### config.mk
export PLATFORM = sky130hd
export DESIGN_NAME = uart_transmitter_flat
export DESIGN_NICKNAME = d
export VERILOG_FILES = /design/src/rtl/uart_transmitter_if.sv /design/src/rtl/uart_transmitter.sv /design/src/flat_wrapper.sv
export SDC_FILE = /design/constraint.sdc
export NUM_CORES = 1
export LEC_CHECK = 0
export CORE_MARGIN = 4
export CORE_UTILIZATION = 25
export CTS_CLUSTER_SIZE = 40
export DETAILED_ROUTE_END_ITERATION = 10
export PLACE_DENSITY = 0.47
export SLEW_MARGIN = 20
export SYNTH_ARGS = -nofsm -noshare
export SYNTH_HDL_FRONTEND = slang
export SYNTH_SLANG_ARGS = --single-unit
export TNS_END_PERCENT = 10
### constraint.sdc
create_clock -name clk -period 2.52 [get_ports clk]
set_input_delay 0.378 -clock clk [delete_from_list [all_inputs] [get_ports clk]]
set_output_delay 0.378 -clock clk [all_outputs]
set_load 0.01 [all_outputs]
### src/rtl/uart_transmitter_if.sv
// -----------------------------------------------------------------------------
// uart_transmitter_if
//
// Parallel-side bundle of the UART transmitter: the byte write strobe plus the
// FIFO status flags that the producer watches.
//
//   data_in  : byte to queue (producer -> transmitter)
//   wr_en    : write strobe, sampled on the rising clock edge
//   full     : FIFO holds FIFO_DEPTH entries (registered)
//   empty    : FIFO holds no entries (registered)
//   overflow : one-cycle pulse when a write was dropped because the FIFO was full
//
// master : the producer that writes bytes
// slave  : the transmitter
// -----------------------------------------------------------------------------
interface uart_transmitter_if;
  logic [7:0] data_in;
  logic       wr_en;
  logic       full;
  logic       empty;
  logic       overflow;

  modport master (
    output data_in,
    output wr_en,
    input  full,
    input  empty,
    input  overflow
  );

  modport slave (
    input  data_in,
    input  wr_en,
    output full,
    output empty,
    output overflow
  );
endinterface

### src/rtl/uart_transmitter.sv
// -----------------------------------------------------------------------------
// uart_transmitter
//
// Serial transmitter feeding a UART receiver. Bytes enter through a small FIFO
// and leave as 11-bit frames: start (0), 8 data bits LSB first, odd parity,
// one stop bit (1). Each bit lasts CLKS_PER_TICK * TICKS_PER_BIT clocks so the
// timing lines up with the receiver's tick-based sampling.
//
// Parameters
//   CLKS_PER_TICK : clocks per sample tick (tick fires on the last count)
//   TICKS_PER_BIT : sample ticks per serial bit
//   FIFO_DEPTH    : input FIFO entries, must be a power of 2
//
// Ports
//   clk   : single clock, rising-edge
//   reset : asynchronous, active-low
//   bus   : parallel write side (data_in, wr_en, full, empty, overflow)
//   tx    : serial line, registered, idles high
//   busy  : high whenever the frame FSM is not idle
//   done  : one-cycle pulse after a stop bit completes
// -----------------------------------------------------------------------------
module uart_transmitter #(
  parameter int CLKS_PER_TICK = 5,
  parameter int TICKS_PER_BIT = 8,
  parameter int FIFO_DEPTH    = 4
) (
  input  logic              clk,
  input  logic              reset,
  uart_transmitter_if.slave bus,
  output logic              tx,
  output logic              busy,
  output logic              done
);

  localparam int PTR_W = (FIFO_DEPTH > 1) ? $clog2(FIFO_DEPTH) : 1;
  localparam int CNT_W = $clog2(FIFO_DEPTH + 1);
  localparam int TCK_W = $clog2(CLKS_PER_TICK + 1);
  localparam int TIX_W = (TICKS_PER_BIT > 1) ? $clog2(TICKS_PER_BIT) : 1;

  typedef enum logic [2:0] {
    S_IDLE,
    S_START,
    S_DATA,
    S_PARITY,
    S_STOP
  } state_e;

  // ---------------------------------------------------------------------------
  // Input FIFO
  // ---------------------------------------------------------------------------
  logic [7:0]       mem_q [FIFO_DEPTH];
  logic [PTR_W-1:0] wr_ptr_q;
  logic [PTR_W-1:0] rd_ptr_q;
  logic [CNT_W-1:0] count_q;
  logic             overflow_q;
  logic             fifo_full;
  logic             fifo_empty;
  logic             push;
  logic             pop;
  logic [7:0]       head;

  // Flags come straight from the registered count, so wr_en never reaches
  // full/empty combinationally.
  assign fifo_full  = (count_q == CNT_W'(FIFO_DEPTH));
  assign fifo_empty = (count_q == '0);
  assign push       = bus.wr_en && !fifo_full;
  assign head       = mem_q[rd_ptr_q];

  // NOTE: the storage array has no reset; the pointers and count alone decide
  // which entries are valid, so clearing the data itself buys nothing.
  always_ff @(posedge clk) begin
    if (push) begin
      mem_q[wr_ptr_q] <= bus.data_in;
    end
  end

  // NOTE: sequential state uses non-blocking assignments so every register
  // samples the pre-edge values, independent of statement order.
  always_ff @(posedge clk or negedge reset) begin
    if (!reset) begin
      wr_ptr_q   <= '0;
      rd_ptr_q   <= '0;
      count_q    <= '0;
      overflow_q <= 1'b0;
    end else begin
      // Power-of-2 depth lets the pointers wrap by natural overflow.
      if (push) wr_ptr_q <= wr_ptr_q + PTR_W'(1);
      if (pop)  rd_ptr_q <= rd_ptr_q + PTR_W'(1);
      unique case ({push, pop})
        2'b10:   count_q <= count_q + CNT_W'(1);
        2'b01:   count_q <= count_q - CNT_W'(1);
        default: count_q <= count_q;
      endcase
      // A write against a full FIFO is dropped; flag it for one cycle.
      overflow_q <= bus.wr_en && fifo_full;
    end
  end

  assign bus.full     = fifo_full;
  assign bus.empty    = fifo_empty;
  assign bus.overflow = overflow_q;

  // ---------------------------------------------------------------------------
  // Bit timing and frame FSM
  // ---------------------------------------------------------------------------
  state_e           state_q,    state_d;
  logic [TCK_W-1:0] clk_cnt_q,  clk_cnt_d;
  logic [TIX_W-1:0] tick_idx_q, tick_idx_d;
  logic [2:0]       bit_idx_q,  bit_idx_d;
  logic [7:0]       shift_q,    shift_d;
  logic             parity_q,   parity_d;
  logic             tx_q,       tx_d;
  logic             done_q,     done_d;
  logic             tick;
  logic             bit_end;
  logic             start_frame;

  // clk_cnt runs 1..CLKS_PER_TICK; the tick is the last count. bit_end marks
  // the final tick of a bit, i.e. the edge where the next bit goes out.
  assign tick    = (clk_cnt_q == TCK_W'(CLKS_PER_TICK));
  assign bit_end = tick && (tick_idx_q == TIX_W'(TICKS_PER_BIT - 1));

  // NOTE: every signal written here gets a default first, so no path through
  // the block leaves one unassigned and no latch is inferred.
  always_comb begin
    state_d     = state_q;
    clk_cnt_d   = clk_cnt_q;
    tick_idx_d  = tick_idx_q;
    bit_idx_d   = bit_idx_q;
    shift_d     = shift_q;
    parity_d    = parity_q;
    tx_d        = tx_q;
    done_d      = 1'b0;
    start_frame = 1'b0;

    if (state_q != S_IDLE) begin
      if (tick) begin
        clk_cnt_d  = TCK_W'(1);
        tick_idx_d = bit_end ? '0 : tick_idx_q + TIX_W'(1);
      end else begin
        clk_cnt_d  = clk_cnt_q + TCK_W'(1);
      end
    end

    unique case (state_q)
      S_IDLE: begin
        tx_d = 1'b1;
        if (!fifo_empty) start_frame = 1'b1;
      end

      S_START: begin
        if (bit_end) begin
          tx_d      = shift_q[0];
          shift_d   = shift_q >> 1;
          bit_idx_d = 3'd0;
          state_d   = S_DATA;
        end
      end

      S_DATA: begin
        if (bit_end) begin
          if (bit_idx_q == 3'd7) begin
            tx_d    = parity_q;
            state_d = S_PARITY;
          end else begin
            tx_d      = shift_q[0];
            shift_d   = shift_q >> 1;
            bit_idx_d = bit_idx_q + 3'd1;
          end
        end
      end

      S_PARITY: begin
        if (bit_end) begin
          tx_d    = 1'b1;
          state_d = S_STOP;
        end
      end

      S_STOP: begin
        if (bit_end) begin
          done_d = 1'b1;
          // Chain straight into the next frame when a byte is waiting.
          if (!fifo_empty) begin
            start_frame = 1'b1;
          end else begin
            tx_d    = 1'b1;
            state_d = S_IDLE;
          end
        end
      end

      default: begin
        tx_d    = 1'b1;
        state_d = S_IDLE;
      end
    endcase

    // Frame start: pop the head, latch its parity, drive the start bit and
    // realign the tick generator so every bit is exactly one period long.
    if (start_frame) begin
      shift_d    = head;
      parity_d   = ~^head;
      tx_d       = 1'b0;
      state_d    = S_START;
      clk_cnt_d  = TCK_W'(1);
      tick_idx_d = '0;
    end
  end

  assign pop = start_frame;

  always_ff @(posedge clk or negedge reset) begin
    if (!reset) begin
      state_q    <= S_IDLE;
      clk_cnt_q  <= '0;
      tick_idx_q <= '0;
      bit_idx_q  <= '0;
      shift_q    <= '0;
      parity_q   <= 1'b0;
      tx_q       <= 1'b1;
      done_q     <= 1'b0;
    end else begin
      state_q    <= state_d;
      clk_cnt_q  <= clk_cnt_d;
      tick_idx_q <= tick_idx_d;
      bit_idx_q  <= bit_idx_d;
      shift_q    <= shift_d;
      parity_q   <= parity_d;
      tx_q       <= tx_d;
      done_q     <= done_d;
    end
  end

  assign tx   = tx_q;
  assign busy = (state_q != S_IDLE);
  assign done = done_q;

endmodule

### src/flat_wrapper.sv
// flat-port wrapper written by rule: the top's interface ports become plain ports
module uart_transmitter_flat 
#(
  parameter int CLKS_PER_TICK = 5,
  parameter int TICKS_PER_BIT = 8,
  parameter int FIFO_DEPTH    = 4
)
  (clk, reset, tx, busy, done, bus_data_in, bus_wr_en, bus_full, bus_empty, bus_overflow);
  uart_transmitter_if bus_i ();
  input  logic clk;
  input  logic reset;
  output logic tx;
  output logic busy;
  output logic done;
  input wire logic [$bits(bus_i.data_in)-1:0] bus_data_in;
  input wire logic [$bits(bus_i.wr_en)-1:0] bus_wr_en;
  output wire logic [$bits(bus_i.full)-1:0] bus_full;
  output wire logic [$bits(bus_i.empty)-1:0] bus_empty;
  output wire logic [$bits(bus_i.overflow)-1:0] bus_overflow;
  assign bus_i.data_in = bus_data_in;
  assign bus_i.wr_en = bus_wr_en;
  assign bus_full = bus_i.full;
  assign bus_empty = bus_i.empty;
  assign bus_overflow = bus_i.overflow;
  uart_transmitter #(.CLKS_PER_TICK(CLKS_PER_TICK), .TICKS_PER_BIT(TICKS_PER_BIT), .FIFO_DEPTH(FIFO_DEPTH)) u_core (.clk(clk), .reset(reset), .bus(bus_i), .tx(tx), .busy(busy), .done(done));
endmodule
; ---- After elaboration in Yosys (flattened, before gate mapping)
; Memory sizes are Yosys's and may differ from the RTL's.
; Index checks and enable logic that the tools add are counted.
; Widths: inputs -> output; s select.
[totals]
reg_bits = 31
latchBits = 0
ramBits = 32
romBits = 0
input_bits = 11
out_inout_bits = 6
memories = 1
[op_classes]
addsub = 7
n_mul = 0
div_mod_pow = 0
magnitude_cmp = 0
n_eq_ne = 21
shift = 0
mux = 40
bitwise = 0
n_reduce_logical = 18
[memory_table]
columns = memory, depth, width, read_ports, rd_clocked_by_memory_dff, wr, line_no
row1 = u_core.mem_q, 4, 8, 1, 0, 1, uart_transmitter.sv:51  ; logic [7:0] mem_q [FIFO_DEPTH];
[op_table]
columns = op, n
row1 = $mux 3, 17
row2 = $mux 8, 4
row3 = $pmux 8 s2, 1
row4 = $eq 3x3->1 const B, 5
row5 = $ne 3x1->1 const B, 5
row6 = $pmux 3 s5, 1
row7 = $mux 1, 13
row8 = $add 3x1->3 const B, 4
row9 = $pmux 3 s2, 2
row10 = $reduce_and 4->1, 2
row11 = $reduce_bool 2->1, 4
row12 = $reduce_xnor 8->1, 1
row13 = $reduce_and 7->1, 1
row14 = $eq 3x2->1 const B, 2
row15 = $logic_not 3->1, 2
row16 = $ne 2x1->1 const B, 3
row17 = $ne 3x2->1 const B, 2
row18 = $reduce_bool 3->1, 2
row19 = $reduce_and 5->1, 1
row20 = $add 2x1->2 const B, 2
row21 = $pmux 1 s4, 1
row22 = $eq 3x1->1 const B, 1
row23 = $logic_and 1x1->1, 3
row24 = $sub 3x1->3 const B, 1
row25 = 6 further kinds, 6

; ---- Logic depth before layout (Yosys ltp)
; Gate-level depths: netlist of run 1.
[logic_depth]
ltp_word = 6
ltp_mapped = 11
ltp_nobuf = 10

; ---- Least setup slack after synthesis of run 1
; No wires, ideal clock.
[synth_path]
path_type = flip-flop to flip-flop
from = register u_core.tick_idx_q[0]
to = register u_core.count_q[2]
arrival_time_ps = 2688
path_slack_ps = -248
path_stages_with_launch = 12
n_path_buf = 1
synth_period_minus_slack_ps = 2768
cell_sequence = dfrtp_1 ha_1 ha_1 nand4b_2 a2111oi_4 buf_2 ha_1 inv_1 fa_1 xor2_1 nor2_1 xor2_1
[synth_between]
elab_chain_cells = 6
word_cells_on_any_way = 8
cone_classes = eq/ne: 3 / mux: 3 / reduce/logical: 2
[synth_lines]
columns = element, line_no
row1 = start: declaration, uart_transmitter.sv:108  ; logic [TIX_W-1:0] tick_idx_q, tick_idx_d;
row2 = start signal: assignment, uart_transmitter.sv:226  ; tick_idx_q <= tick_idx_d;
row3 = $eq 3x3->1 *, uart_transmitter.sv:121  ; assign bit_end = tick && (tick_idx_q == TIX_W'(TICKS_PER_BIT - 1));
row4 = $logic_and 1x1->1 *, uart_transmitter.sv:121
row5 = $mux 1 *, uart_transmitter.sv:181  ; if (bit_end) begin
row6 = $pmux 1 s2 *, uart_transmitter.sv:145  ; unique case (state_q)
row7 = $eq 2x1->1 or $eq 2x2->1 (tied branches), uart_transmitter.sv:89  ; unique case ({push, pop})
row8 = $pmux 3 s2 or $reduce_bool 2->1 (tied branches), n/a
row9 = end signal: assignment, uart_transmitter.sv:90  ; 2'b10: count_q <= count_q + CNT_W'(1);
row10 = end signal: assignment, uart_transmitter.sv:91  ; 2'b01: count_q <= count_q - CNT_W'(1);
row11 = end signal: assignment, uart_transmitter.sv:92  ; default: count_q <= count_q;
row12 = end: declaration, uart_transmitter.sv:54  ; logic [CNT_W-1:0] count_q;
; Mark *: on every way between the ends. The rest lies on a longest branch, timed or not.
; A chain may end at the register's enable or synchronous reset.

; ---- Worst setup path in the final report of run 1
; Same ends and word-level chain as after synthesis.

==> results of run 1 <==
==> path summary, 6_finish.rpt <==
check                                           from                  end  slack (ns)  depth (start not counted)
worst min-delay path                           reset  u_core.bit_idx_q[1]        0.45                          2
max in group asynchronous                      reset            u_core.tx        1.75                          2
min in group clk                   u_core.shift_q[5]    u_core.shift_q[5]        0.47                          2
worst max-delay path            u_core.tick_idx_q[0]    u_core.count_q[2]        0.15                         10
worst max register to register  u_core.tick_idx_q[0]    u_core.count_q[2]        0.15                         10
worst min register to register     u_core.shift_q[5]    u_core.shift_q[5]        0.47                          2
==> layout make-up <==
class                           instances  share of cell area [%]
Clock buffer                            9                   6.347
Clock inverter                          7                   3.385
Inverter                                9                  0.9520
Multi-Input combinational cell        123                   29.41
Sequential cell                        63                   48.98
Tap cell                              140                   4.937
Timing Repair Buffer                   23                   5.994
==> through the flow <==
stage / utilization (%) / TNS (ns) / worst slack [ns]
2_1_floorplan: - / -0.01276 / -0.01276
3_3_place_gp: 29.29 / 0 / 0.1786
3_5_place_dp: 29.29 / 0 / 0.1508
4_1_cts: 32.45 / 0 / 0.1177
5_1_grt: 32.45 / 0 / 0.01877
6_report: 32.45 / 0 / 0.1472
==> cell usage after synthesis (2+ instances only) <==
| cell | count |
|---|---|
| edfxtp_1 | 32 |
| dfrtp_1 | 30 |
| nand2_1 | 21 |
| o21ai_0 | 11 |
| xnor2_1 | 10 |
| ha_1 | 9 |
| inv_1 | 9 |
| nor2_1 | 9 |
| mux4_2 | 8 |
| and3_1 | 6 |
| nand3_1 | 6 |
| a22oi_1 | 5 |
| buf_2 | 5 |
| xor2_1 | 4 |
| a32o_1 | 3 |
| mux2_2 | 3 |
| mux2i_1 | 3 |
| nand3b_1 | 3 |
| nor2b_1 | 3 |
| a22o_1 | 2 |
| a31oi_1 | 2 |
| and2_1 | 2 |
| clkbuf_1 | 2 |
| nand2b_1 | 2 |
| nor3_1 | 2 |
==> kinds of logic (layout without fill, tap and decap cells) <==
group	count (synthesis)	in the layout	synth area share, %
flip-flops	63	63	61.87
AND/OR/NAND/NOR	58	58	10.51
AO/OA/AOI/OAI	27	27	7.484
buffers and inverters	16	48	2.361
XOR/XNOR	14	14	4.365
multiplexers	14	14	8.686
adder cells (fa/ha/maj)	10	10	4.722
==> power by group through the flow <==
stage	clock network, mW	logic [mW]	registers (mW)
after floorplan	0	0.304	1.31
after global placement	0	0.457	1.32
after detailed placement	0	0.462	1.32
after CTS	1.45	0.472	1.30
after global routing	1.51	0.515	1.32
final	1.42	0.454	1.30
==> flip-flops by register name, summed over array words and instances, names as in the netlist <==
register             cells
u_core.rd_ptr_q          2
u_core.done              1
u_core.mem_q            32
u_core.state_q           3
u_core.wr_ptr_q          2
u_core.parity_q          1
u_core.shift_q           8
u_core.clk_cnt_q         3
u_core.bus.overflow      1
u_core.count_q           3
u_core.tx                1
u_core.bit_idx_q         3
u_core.tick_idx_q        3
==> critical path: stages (launching register included) <==
cell and delay, ns:
dfrtp_1 0.37, ha_2 0.21, ha_4 0.16, nand4b_4 0.17
a2111oi_4 0.40, ha_4 0.19, inv_1 0.05, fa_2 0.33
xor2_1 0.15, nor2_1 0.12, xor2_1 0.15
==> per-layer routing <==
metal  share of wire, %  wire length [um]  GRT usage, %
met1                 48              2441         10.98
met2                 47              2360         12.65
met3                4.2               214         3.554
met4               0.81                41         2.375
met5                  0                 0             0
==> results by group, run 1 <==
Global routing
  – Largest net degree at the start of global routing: 32
  – Vias in the first global route: 1705
  – First-pass GRT wire length: 8.424 mm
  – GRT Util Overall: 8.359%
  – Grt ovf: 0
  – Antenna violations before repair: 0

Timing
  – Final hold violation count: 0
  – Max transition margin: between 70% and 80%
  – Tmin final: ~2.4 ns
  – Setup-failing EPs final: 0
  – Min Hold Slack: 0.4516 ns
  – Worst Skew: approximately 0.0065 ns
  – RSZ-0062 raised after global routing: no
  – Slew Limit Fails: 0
  – Slew at the pin with the worst max-slew slack: 0.4227 ns
  – Highest Clock Rate: 421.5 MHz
  – Final worst-path cycle share: 94.16%

Drt
  – TritonRoute pass-1 iters: 4
  – Final WL: 5.057 mm
  – Via count: 1651
  – DR WL/cell: 13.52 um
  – Antenna viol nets, final: 0
  – Drt initial violations: 57
  – DR DRC count: 0
  – Vias/cell: 4.414

Final layout
  – Layout Cells excl Fill: 374
  – Nets: 250
  – Ratio of cells with drive above 1 in the final layout: 17.95%
  – Area of the multi-input gates: roughly 1000 um^2
  – Fillers: 1083
  – Commonest non-fill, non-tap cell in the layout: edfxtp_1
  – Ant diodes: 0
  – Most frequent cells in the layout: 32 x edfxtp_1, 30 x dfrtp_1, 21 x nand2_1
  – Sequential cell area: 1738 um^2
  – Post-Layout Inst Area: 3548 um^2
  – Layout area overhead: 26.33%

Yosys
  – Top_reg_cell synth: edfxtp_1
  – Top cells by area, synth: edfxtp_1 34%, dfrtp_1 27%, mux4_2 6.4%
  – Cells after Synth: 202
  – Syn nets: 223
  – Post-synth top area share: 34.21%
  – Ys Warns: 0
  – Seq cells post-synth: 63
  – Netlist cell types: 35
  – Async SR Flop Fraction: 49.21%
  – Register area share after synthesis: between 60% and 70%
  – Mapped Avg Cell Area: 13.91 um^2
  – Synth Cell Area: 2809 um^2
  – Synth area leader: edfxtp_1
  – Number of enable flip-flop cells after synthesis: 32

CTS
  – Clock Latency Late Sink: around 0.32 ns
  – Clock root cell: clkbuf_16
  – # Post-CTS Setup Buffers: 0
  – CTS tree: done
  – CTS H-tree depth: 3
  – Clk buf depth: 2
  – Resized Gates After CTS: 0
  – Hold buffer count at CTS: 0
  – Reg clk slew, reported paths: about 0.06 ns
  – CTS sink count: 63
  – Num CTS Buffers: 9

Power and ir drop
  – LEAKAGE: 1.365 nW
  – Flop pwr share: 41.0%
  – Total power: between 3 and 4 mW
  – Comb pwr share: 14.3%
  – Worst VDD drop: ~0.00039 V
  – Pwr Density: 894.2 nW/um^2
  – Switching Power: 754.5 uW
  – Switching Fraction: 23.78%
  – Int Power: 2.419 mW
  – Clock Power Share: around 45%

Critical path
  – Worst Setup Start Kind: flop
  – WS Path Type: flop to flop
  – Crit path DAT: 2.62 ns
  – CP endpoint kind: flop
  – CP Max Fanout: 7
  – Data required, critical path: 2.77 ns

Floorplan
  – Die H: 114 um
  – Cell Rows: 38
  – Initial core utilization: 25.69%
  – Core ar.: roughly 11000 um^2
  – Width of the die: roughly 110 um
  – Boundary Pins: 17
  – Die area: 13000 um^2

Place
  – Placed insts: roughly 360
  – GP Congestion: 0.7156
  – PortBufs: 16
  – Post-DP HPWL: 3.386 mm
  – Placed Area: 3203 um^2

Run
  – Max Cap Viol: 0

Worst hold path
  – Min-delay worst type: primary input to asynchronous set/reset pin

Run status
  – Status: complete, no violations
No activity file was read; power rests on OpenSTA's default activity.
==> run 2: changes to the inputs <==
--- a/config.mk
+++ b/config.mk
@@ -6,10 +6,10 @@
 export NUM_CORES = 1
 export LEC_CHECK = 0
 export CORE_MARGIN = 4
-export CORE_UTILIZATION = 25
+export CORE_UTILIZATION = 44
 export CTS_CLUSTER_SIZE = 40
 export DETAILED_ROUTE_END_ITERATION = 10
-export PLACE_DENSITY = 0.47
+export PLACE_DENSITY = 0.69
 export SLEW_MARGIN = 20
 export SYNTH_ARGS = -nofsm -noshare
 export SYNTH_HDL_FRONTEND = slang
==> results by group, run 2 (synthesized netlist as in run 1, its figures left out) <==
Run status
  – Status: complete, no violations

CTS
  – Reg clk slew, reported paths: 0.07 ns (about the same)
  – CTS sink count: 63 (unchanged)
  – Clock root cell: clkbuf_8
  – Hold buffer count at CTS: 0 (unchanged)
  – Clock Latency Late Sink: 0.34 ns (+0.02 ns)
  – CTS H-tree depth: 3 (unchanged)
  – Num CTS Buffers: 9 (unchanged)
  – CTS tree: done
  – Clk buf depth: 2 (unchanged)

Critical path
  – Crit path DAT: 2.68 ns (+0.06 ns)
  – Worst Setup Start Kind: flop
  – R2R Path End: u_core.count_q[2]
  – Slowest cell on the critical path: a2111oi_4
  – R2R setup slack: 0.11 ns (-0.04 ns)
  – R2r startpoint: u_core.tick_idx_q[0]
  – Top delay family on crit path: adder cells
  – CP Max Fanout: 4 (-3)
  – Crit path buffers/inverters: 1 (unchanged)
  – Data required, critical path: 2.79 ns (+0.02 ns)
  – CP endpoint kind: flop
  – Delay of the slowest critical-path stage: 0.47 ns (+0.07 ns)
  – WS Path Type: flop to flop
  – Depth of the worst register-to-register path: 10 (unchanged)
  – CP Cell Sequence: ha_2 -> ha_4 -> nand4b_4 -> a2111oi_4 -> ha_4 -> inv_2 -> fa_2 -> xor2_1 -> nor2_1 -> xor2_1

Drt
  – Final WL: 4.605 mm (-8.9%)
  – TritonRoute pass-1 iters: 4 (unchanged)
  – Antenna viol nets, final: 0 (unchanged)
  – DR DRC count: 0 (unchanged)
  – DR WL/cell: 14.67 um (+8.5%)
  – Drt initial violations: 92 (+61%)
  – Vias/cell: 5.420 (+23%)
  – Via count: 1702 (+3.1%)

Floorplan
  – Die area: 7726 um^2 (-41%)
  – Width of the die: 87.90 um (-23%)
  – Initial core utilization: 46.35% (+21 points)
  – Boundary Pins: 17 (unchanged)
  – Die H: 87.90 um (-23%)
  – Cell Rows: 28 (-26%)
  – Core ar.: 6061 um^2 (-45%)

Timing
  – Highest Clock Rate: 414.6 MHz (-1.6%)
  – Worst Skew: 0.006489 ns (+0.00003031 ns)
  – Min Hold Slack: 0.4295 ns (-0.02208 ns)
  – Setup-failing EPs final: 0 (unchanged)
  – Final hold violation count: 0 (unchanged)
  – Tmin final: 2.412 ns (+0.03926 ns)
  – Slew Limit Fails: 0 (unchanged)
  – Final WS setup: 0.1080 ns (-0.03926 ns)
  – Slew at the pin with the worst max-slew slack: 0.4069 ns (-0.01581 ns)
  – Max transition margin: 72.87% (+1.4 points)
  – Final worst-path cycle share: 95.71% (+1.6 points)

Global routing
  – Largest net degree at the start of global routing: 32 (unchanged)
  – Grt ovf: 0 (unchanged)
  – GRT Util Overall: 14.19% (+5.8 points)
  – First-pass GRT wire length: 8.155 mm (-3.2%)
  – Antenna violations before repair: 0 (unchanged)
  – Vias in the first global route: 1692 (-0.76%)

Final layout
  – Number of flip-flops in the largest register: 32 (unchanged)
  – Commonest non-fill, non-tap cell in the layout: edfxtp_1
  – Most frequent cells in the layout: 32 x edfxtp_1, 30 x dfrtp_1, 21 x nand2_1
  – Largest Register: u_core.mem_q
  – Top Registers: u_core.mem_q (32), u_core.shift_q (8)
  – Fillers: 518 (-52%)
  – Nets: 255 (+2.0%)
  – Layout area overhead: 19.47%
  – Sequential cell area: 1738 um^2 (unchanged)
  – Ratio of cells with drive above 1 in the final layout: 20.08% (+2.1 points)
  – Ant diodes: 0 (unchanged)
  – Area of the multi-input gates: 1044 um^2 (unchanged)
  – Post-Layout Inst Area: 3356 um^2 (-5.4%)
  – Layout Utilization: 55.37% (+23 points)

Run
  – Max Cap Viol: 0 (unchanged)

Power and ir drop
  – LEAKAGE: 1.317 nW (-3.5%)
  – Worst VDD drop: 0.0005165 V (+32%)
  – Total power: 2.599 mW (-18%)
  – Pwr Density: 774.4 nW/um^2 (-13%)

Place
  – Post-DP HPWL: 3.148 mm (-7.0%)
  – GP Congestion: 0.7776 (+8.7%)
  – PortBufs: 16 (unchanged)
  – Placed Area: 3122 um^2 (-2.5%)
  – Place WS: 0.07827 ns (-0.07252 ns)

Worst hold path
  – Min-delay worst type: primary input to asynchronous set/reset pin
## run 2: changes by cell type in the layout (fill, tap and decap cells not counted), sizes merged
cell,change
buf,+5
clkinvlp,+1
clkinv,+1
bufinv,-2
## run 2: repair_timing
item                                    CTS  global route
gates resized for setup                   0             1
setup buffers                             0             5
endpoints found under the setup margin    0             1
## run 2: how the worst max path moves through the flow
stage                              start  slack (ns)  cells after the start           endpoint
floorplan           u_core.tick_idx_q[0]       -0.01                     11  u_core.count_q[2]
global placement    u_core.tick_idx_q[0]        0.19                     10  u_core.count_q[2]
detailed placement  u_core.tick_idx_q[0]        0.08                     10  u_core.count_q[2]
CTS                 u_core.tick_idx_q[0]        0.07                     10  u_core.count_q[2]
global route        u_core.tick_idx_q[0]       -0.01                     10  u_core.count_q[2]
finish              u_core.tick_idx_q[0]        0.11                     10  u_core.count_q[2]
## run 2: through the flow
stage                     TNS [ns]  std cells
after global routing      -0.01264        314
after detailed placement         0        293
after CTS                        0        309
after floorplan           -0.01276        202
after global placement           0        293
final                            0        314
## run 2: area by class of cell
class / instances / area share, %
Clock buffer: 9 / 3.691
Timing Repair Buffer: 28 / 7.457
Sequential cell: 63 / 51.79
Clock inverter: 7 / 2.163
Inverter: 9 / 1.007
Multi-Input combinational cell: 123 / 31.10
Tap cell: 75 / 2.796
## run 2: report_power, final
group	switching, mW	total [mW]	internal (mW)	leakage, nW
clock network	0.397	0.855	0.457	0.0972
logic	0.234	0.441	0.207	0.547
registers	0.0606	1.30	1.24	0.673
## run 2: layer usage
metal  share of wire [%]  vias to the layer above  GRT usage [%]
li1                    -                      803              -
met4                 1.6                        0          5.021
met2                  47                       30          21.30
met5                   0                        -              0
met1                  47                      859          18.26
met3                 4.9                       10          6.397
## run 2: worst register-to-register path, delay by kind of cell (launching register included)
kind	cells	cell delay (ns)
xor+xnor	2	0.31
flops	1	0.37
compound gates	1	0.47
simple gates	2	0.26
fa+ha+maj	4	0.89
buf+inv	1	0.04
